File: src/rtl/seg_scan_mux.sv
// Four-digit seven-segment scan multiplexer for a common-anode display.
// The slow divider clock is synchronised and edge-detected into a scan tick;
// each tick advances one digit. Displayed value and decimal points change
// only at frame boundaries so a frame never mixes old and new digits.
module seg_scan_mux #(
    parameter bit BLANK_LEADING = 1'b1
) (
    input  logic        clock,
    input  logic        reset,
    input  logic        div_clock,
    input  logic [15:0] value,
    input  logic        load,
    input  logic [3:0]  dp,
    output logic [3:0]  anode,
    output logic [6:0]  seg,
    output logic        dp_n,
    output logic [1:0]  digit_idx
);

    logic        s1_q, s2_q, s3_q;
    logic        tick;
    logic        frame_end;
    logic [1:0]  idx_q;
    logic [15:0] pending_q, shown_q;
    logic [3:0]  pending_dp_q, shown_dp_q;
    logic [3:0]  anode_q, anode_d;
    logic [6:0]  seg_q, seg_d;
    logic        dp_n_q, dp_n_d;
    logic [3:0]  nibble;
    logic        upper_zero;
    logic        blank;

    assign tick      = s2_q & ~s3_q;
    assign frame_end = tick && (idx_q == 2'd3);

    // Two-flop synchroniser plus previous-sample flop for rising-edge detect.
    always_ff @(posedge clock) begin
        if (!reset) begin
            s1_q <= 1'b0;
            s2_q <= 1'b0;
            s3_q <= 1'b0;
        end else begin
            s1_q <= div_clock;
            s2_q <= s1_q;
            s3_q <= s2_q;
        end
    end

    // Scan counter advances once per tick and wraps naturally at 4.
    always_ff @(posedge clock) begin
        if (!reset) begin
            idx_q <= 2'd0;
        end else if (tick) begin
            idx_q <= idx_q + 2'd1;
        end
    end

    // Staging and display registers; a load on the boundary tick bypasses staging.
    always_ff @(posedge clock) begin
        if (!reset) begin
            pending_q    <= 16'h0000;
            pending_dp_q <= 4'h0;
            shown_q      <= 16'h0000;
            shown_dp_q   <= 4'h0;
        end else begin
            if (load) begin
                pending_q    <= value;
                pending_dp_q <= dp;
            end
            if (frame_end) begin
                shown_q    <= load ? value : pending_q;
                shown_dp_q <= load ? dp : pending_dp_q;
            end
        end
    end

    // Select current nibble, decide blanking, and decode to active-low segments.
    always_comb begin
        nibble     = 4'h0;
        upper_zero = 1'b0;
        unique case (idx_q)
            2'd0: begin
                nibble     = shown_q[3:0];
                upper_zero = 1'b0;
            end
            2'd1: begin
                nibble     = shown_q[7:4];
                upper_zero = (shown_q[15:4] == 12'h000);
            end
            2'd2: begin
                nibble     = shown_q[11:8];
                upper_zero = (shown_q[15:8] == 8'h00);
            end
            2'd3: begin
                nibble     = shown_q[15:12];
                upper_zero = (shown_q[15:12] == 4'h0);
            end
        endcase

        blank = BLANK_LEADING && upper_zero && !shown_dp_q[idx_q];

        case (nibble)
            4'h0: seg_d = 7'b1000000;
            4'h1: seg_d = 7'b1111001;
            4'h2: seg_d = 7'b0100100;
            4'h3: seg_d = 7'b0110000;
            4'h4: seg_d = 7'b0011001;
            4'h5: seg_d = 7'b0010010;
            4'h6: seg_d = 7'b0000010;
            4'h7: seg_d = 7'b1111000;
            4'h8: seg_d = 7'b0000000;
            4'h9: seg_d = 7'b0010000;
            4'hA: seg_d = 7'b0001000;
            4'hB: seg_d = 7'b0000011;
            4'hC: seg_d = 7'b1000110;
            4'hD: seg_d = 7'b0100001;
            4'hE: seg_d = 7'b0000110;
            default: seg_d = 7'b0001110;
        endcase
        anode_d = ~(4'b0001 << idx_q);
        dp_n_d  = ~shown_dp_q[idx_q];

        if (blank) begin
            anode_d = 4'b1111;
            seg_d   = 7'b1111111;
            dp_n_d  = 1'b1;
        end
    end

    // Output registers: all segments and anodes off during reset.
    always_ff @(posedge clock) begin
        if (!reset) begin
            anode_q <= 4'b1111;
            seg_q   <= 7'b1111111;
            dp_n_q  <= 1'b1;
        end else begin
            anode_q <= anode_d;
            seg_q   <= seg_d;
            dp_n_q  <= dp_n_d;
        end
    end

    assign anode     = anode_q;
    assign seg       = seg_q;
    assign dp_n      = dp_n_q;
    assign digit_idx = idx_q;

endmodule

File: config.mk
export PLATFORM = sky130hd
export DESIGN_NAME = seg_scan_mux
export DESIGN_NICKNAME = d
export VERILOG_FILES = /design/src/rtl/seg_scan_mux.sv
export SDC_FILE = /design/constraint.sdc
export NUM_CORES = 1
export LEC_CHECK = 0
export BUFFER_PORTS_ARGS = -buffer_cell sky130_fd_sc_hd__buf_2
export CORE_ASPECT_RATIO = 1.1
export CORE_MARGIN = 10
export CORE_UTILIZATION = 39
export CTS_BUF_LIST = sky130_fd_sc_hd__clkbuf_4
export DETAILED_ROUTE_END_ITERATION = 7
export HOLD_SLACK_MARGIN = 0.12
export SLEW_MARGIN = 20
export SYNTH_ARGS = -nofsm -noshare
export SYNTH_HDL_FRONTEND = slang
export SYNTH_SLANG_ARGS = --single-unit
File: constraint.sdc
create_clock -name clock -period 2.6 [get_ports clock]
set_input_delay 0.26 -clock clock [delete_from_list [all_inputs] [get_ports clock]]
set_output_delay 0.26 -clock clock [all_outputs]
set_load 0.005 [all_outputs]
==> metrics.cfg <==
[floorplan]
rows=29
start_util=0.408
die_h_um=102
io_pins=38
core_sq_mm=0.00584
die_area_sq_mm=0.00964
die_x_um=94.5

[cts]
path_clk_slew_ps=90
htreeDepth=3
cts-buffers-inserted=9
cts_max_path_buffers=2
cts-root-buf=clkbuf_4
ctsResizeCount=0
cts_tree=done
clkSinkCount=57
clock_latency_ps=390
post_cts_buffers=0

[synthesis]
synth_seq_cells=57
yosys_most_used_dff=dfxtp_1
synth_top_cell_by_area=dfxtp_1
synthTopCellsByArea=dfxtp_1 48%, mux2i_1 9.7%, o211a_1 8.4%, ha_1 5.8%, nor2b_1 5.8%
synth_top_area_share=0.479
synth_compound_area_frac=0.144
synthAdderAreaFrac=0.0578
synth_top_family_by_area=simple AND/OR/NAND/NOR gates
avgSynthCellArea_sq_um=10.4
synthSimpleGateAreaFrac=0.145
synth_async_sr_flop_share=0
yosys.cell_types.count=33
synth_seq_area_share=0.479
synthXorXnorAreaFrac=0.00368
syn_inst=228
yosysWarnings=0
netlist_area_sq_mm=0.00238
synth_edf_count=0
synth_nets=263
synthMuxAreaShare=0.132

[power]
p_leak_nw=1.39
power_density_mw_per_mm2=591
total_power_w=0.00163
vdd_ir_drop_max_uv=306

[timing]
rsz0062_at_grt=no
skew_ps=8.24
clock.fmax_ghz=0.437
finalCritPeriodShare=0.880
period_minus_slack_ps=2290
slew_viol_final=0
worstMarginPinSlew_ps=681
hold_viol=0
setup_viol=0
setup_tns_ps=0
slew_headroom=0.546

[layout]
final_layout_size_suffix_gt1_frac=0.227
fin_area_sq_mm=0.00276
finalNonFillerCells=346
num-nets-final=299
insertedDiodeCount=0
area_growth_pct=15.7

[critical_path]
cp.required_ps=2860
end_kind=flip-flop
critPathLaunchType=flip-flop
rrSetupSlack_ps=310
r2r-end=seg[3]
crit_type=flip-flop to flip-flop
regToRegStartpoint=digit_idx[1]
ff2ff_path_depth=9
cp_data_arrival_time_ps=2540
cp_max_fo=7

[detailed_routing]
wl_mm=4.67
ant_nets=0
wl_met1_mm=2.09
vias=1675
firstDrtPassIters=4
top_layer_used=met4
wl_met3_um=266
vias_per_cell=4.84
drc=0
dr.first_iter.drc_count=123
dr_wl_met2_mm=2.19
wl_per_cell_um=13.5

[place]
place_inst=329
dpl_cell_area_sq_mm=0.00262
hpwlAfterDp_mm=3.29
place.gp.congestion=0.783
port_buffers=37

[global_route]
grt_pass1_wl_mm=7.78
grt_max_degree=47
antenna_found_initial=0
gr-total-overflow=0
grtUsageTotal=0.103
grt_pass1_vias=1639

[hold_path]
whs_endpoint=pending_q[3]
hold_class=primary input to flip-flop
min_path_cells=3
worstHoldStart=value[3]

[status]
outcome=complete, no violations

[job]
cap_violations=0

cell families (layout without fill, tap and decap cells):
| logic type | after synthesis | after routing |
|---|---|---|
| fa+ha+maj | 11 | 11 |
| compound gates | 38 | 38 |
| flops | 57 | 57 |
| xor+xnor | 1 | 1 |
| mux | 29 | 29 |
| simple gates | 69 | 69 |
| buf+inv | 23 | 64 |
synthesized netlist by cell type (all sizes together), types with 5 or more instances:
cell type	instances
mux2i	24
o211a	20
and2	5
dfxtp	57
ha	11
nor2	5
clkbuf	11
inv	8
nor2b	22
nand2	29
what timing repair did:
| item | in CTS | in global routing |
|---|---|---|
| setup endpoints to repair | 0 | 0 |
| hold buffers | 1 | 0 |
| hold endpoints to repair | 1 | 0 |
layer usage:
layer  GRT usage  up-vias
met5           0        -
met4      0.0714        0
met3      0.0374       13
met2       0.160       36
met1       0.114      756
li1            -      870
worst max path at each step:
| stage | start | end | slack, ps | cells after the start |
|---|---|---|---|---|
| 2_1_floorplan | digit_idx[0] | seg[0] | 310 | 9 |
| 3_3_place_gp | digit_idx[1] | seg[3] | 380 | 9 |
| 3_5_place_dp | digit_idx[0] | seg[0] | 320 | 8 |
| 4_1_cts | digit_idx[0] | seg[0] | 280 | 8 |
| 5_1_grt | digit_idx[0] | seg[3] | 110 | 9 |
| 6_report | digit_idx[1] | seg[3] | 310 | 9 |
layout by cell type (no fill, tap or decap), types with 3 or more instances in the layout:
| cell | instances |
|---|---|
| ha_1 | 11 |
| nor2b_1 | 22 |
| and2_1 | 4 |
| o211a_1 | 20 |
| inv_1 | 8 |
| nand3_1 | 3 |
| buf_2 | 37 |
| a21oi_1 | 3 |
| dfxtp_1 | 57 |
| clkinv_1 | 3 |
| nor2_1 | 5 |
| nand2_1 | 29 |
| mux2_2 | 4 |
| a222oi_1 | 4 |
| clkbuf_4 | 11 |
| mux2i_1 | 23 |
cell type report:
type                    count  area, sq um
fillers                   551         3090
multi-input cells         148         1150
flip-flops and latches     57         1140
repair buffers             40          210
well taps                  77         96.3
clock buffers              11         82.6
clock inverters             5         46.3
inverters                   8         30.0
sequential cells by signal, indices dropped and copies added (netlist names):
signal,count
anode,4
digit_idx,2
dp_n,1
pending_dp_q,4
pending_q,16
s1_q,1
s2_q,1
s3_q,1
seg,7
shown_dp_q,4
shown_q,16
power by group:
part	leakage, nW	switching (W)	internal [W]	total [W]
combinational	0.853	0.0000558	0.0000548	0.000111
clock	0.0734	0.000306	0.000304	0.000611
sequential	0.467	0.00000762	0.000901	0.000909
per-stage QoR:
| step | worst slack, ps | hold WS, ps | utilization |
|---|---|---|---|
| final | 313 | 142 | 0.472 |
| after global routing | 105 | 142 | 0.472 |
| after CTS | 284 | 121 | 0.472 |
| after detailed placement | 316 | 423 | 0.448 |
| after global placement | 381 | 415 | 0.448 |
| after floorplan | 306 | 387 | - |
worst max-delay path: stages, from the launching register on:
cell and delay (ps):
dfxtp_1 400, inv_1 110, ha_1 270, a222oi_1 350, mux2_2 290, inv_1 80, ha_1 230, mux2_2 270
nor2_1 70, o21ai_0 70
No activity file was read; power rests on OpenSTA's default activity.
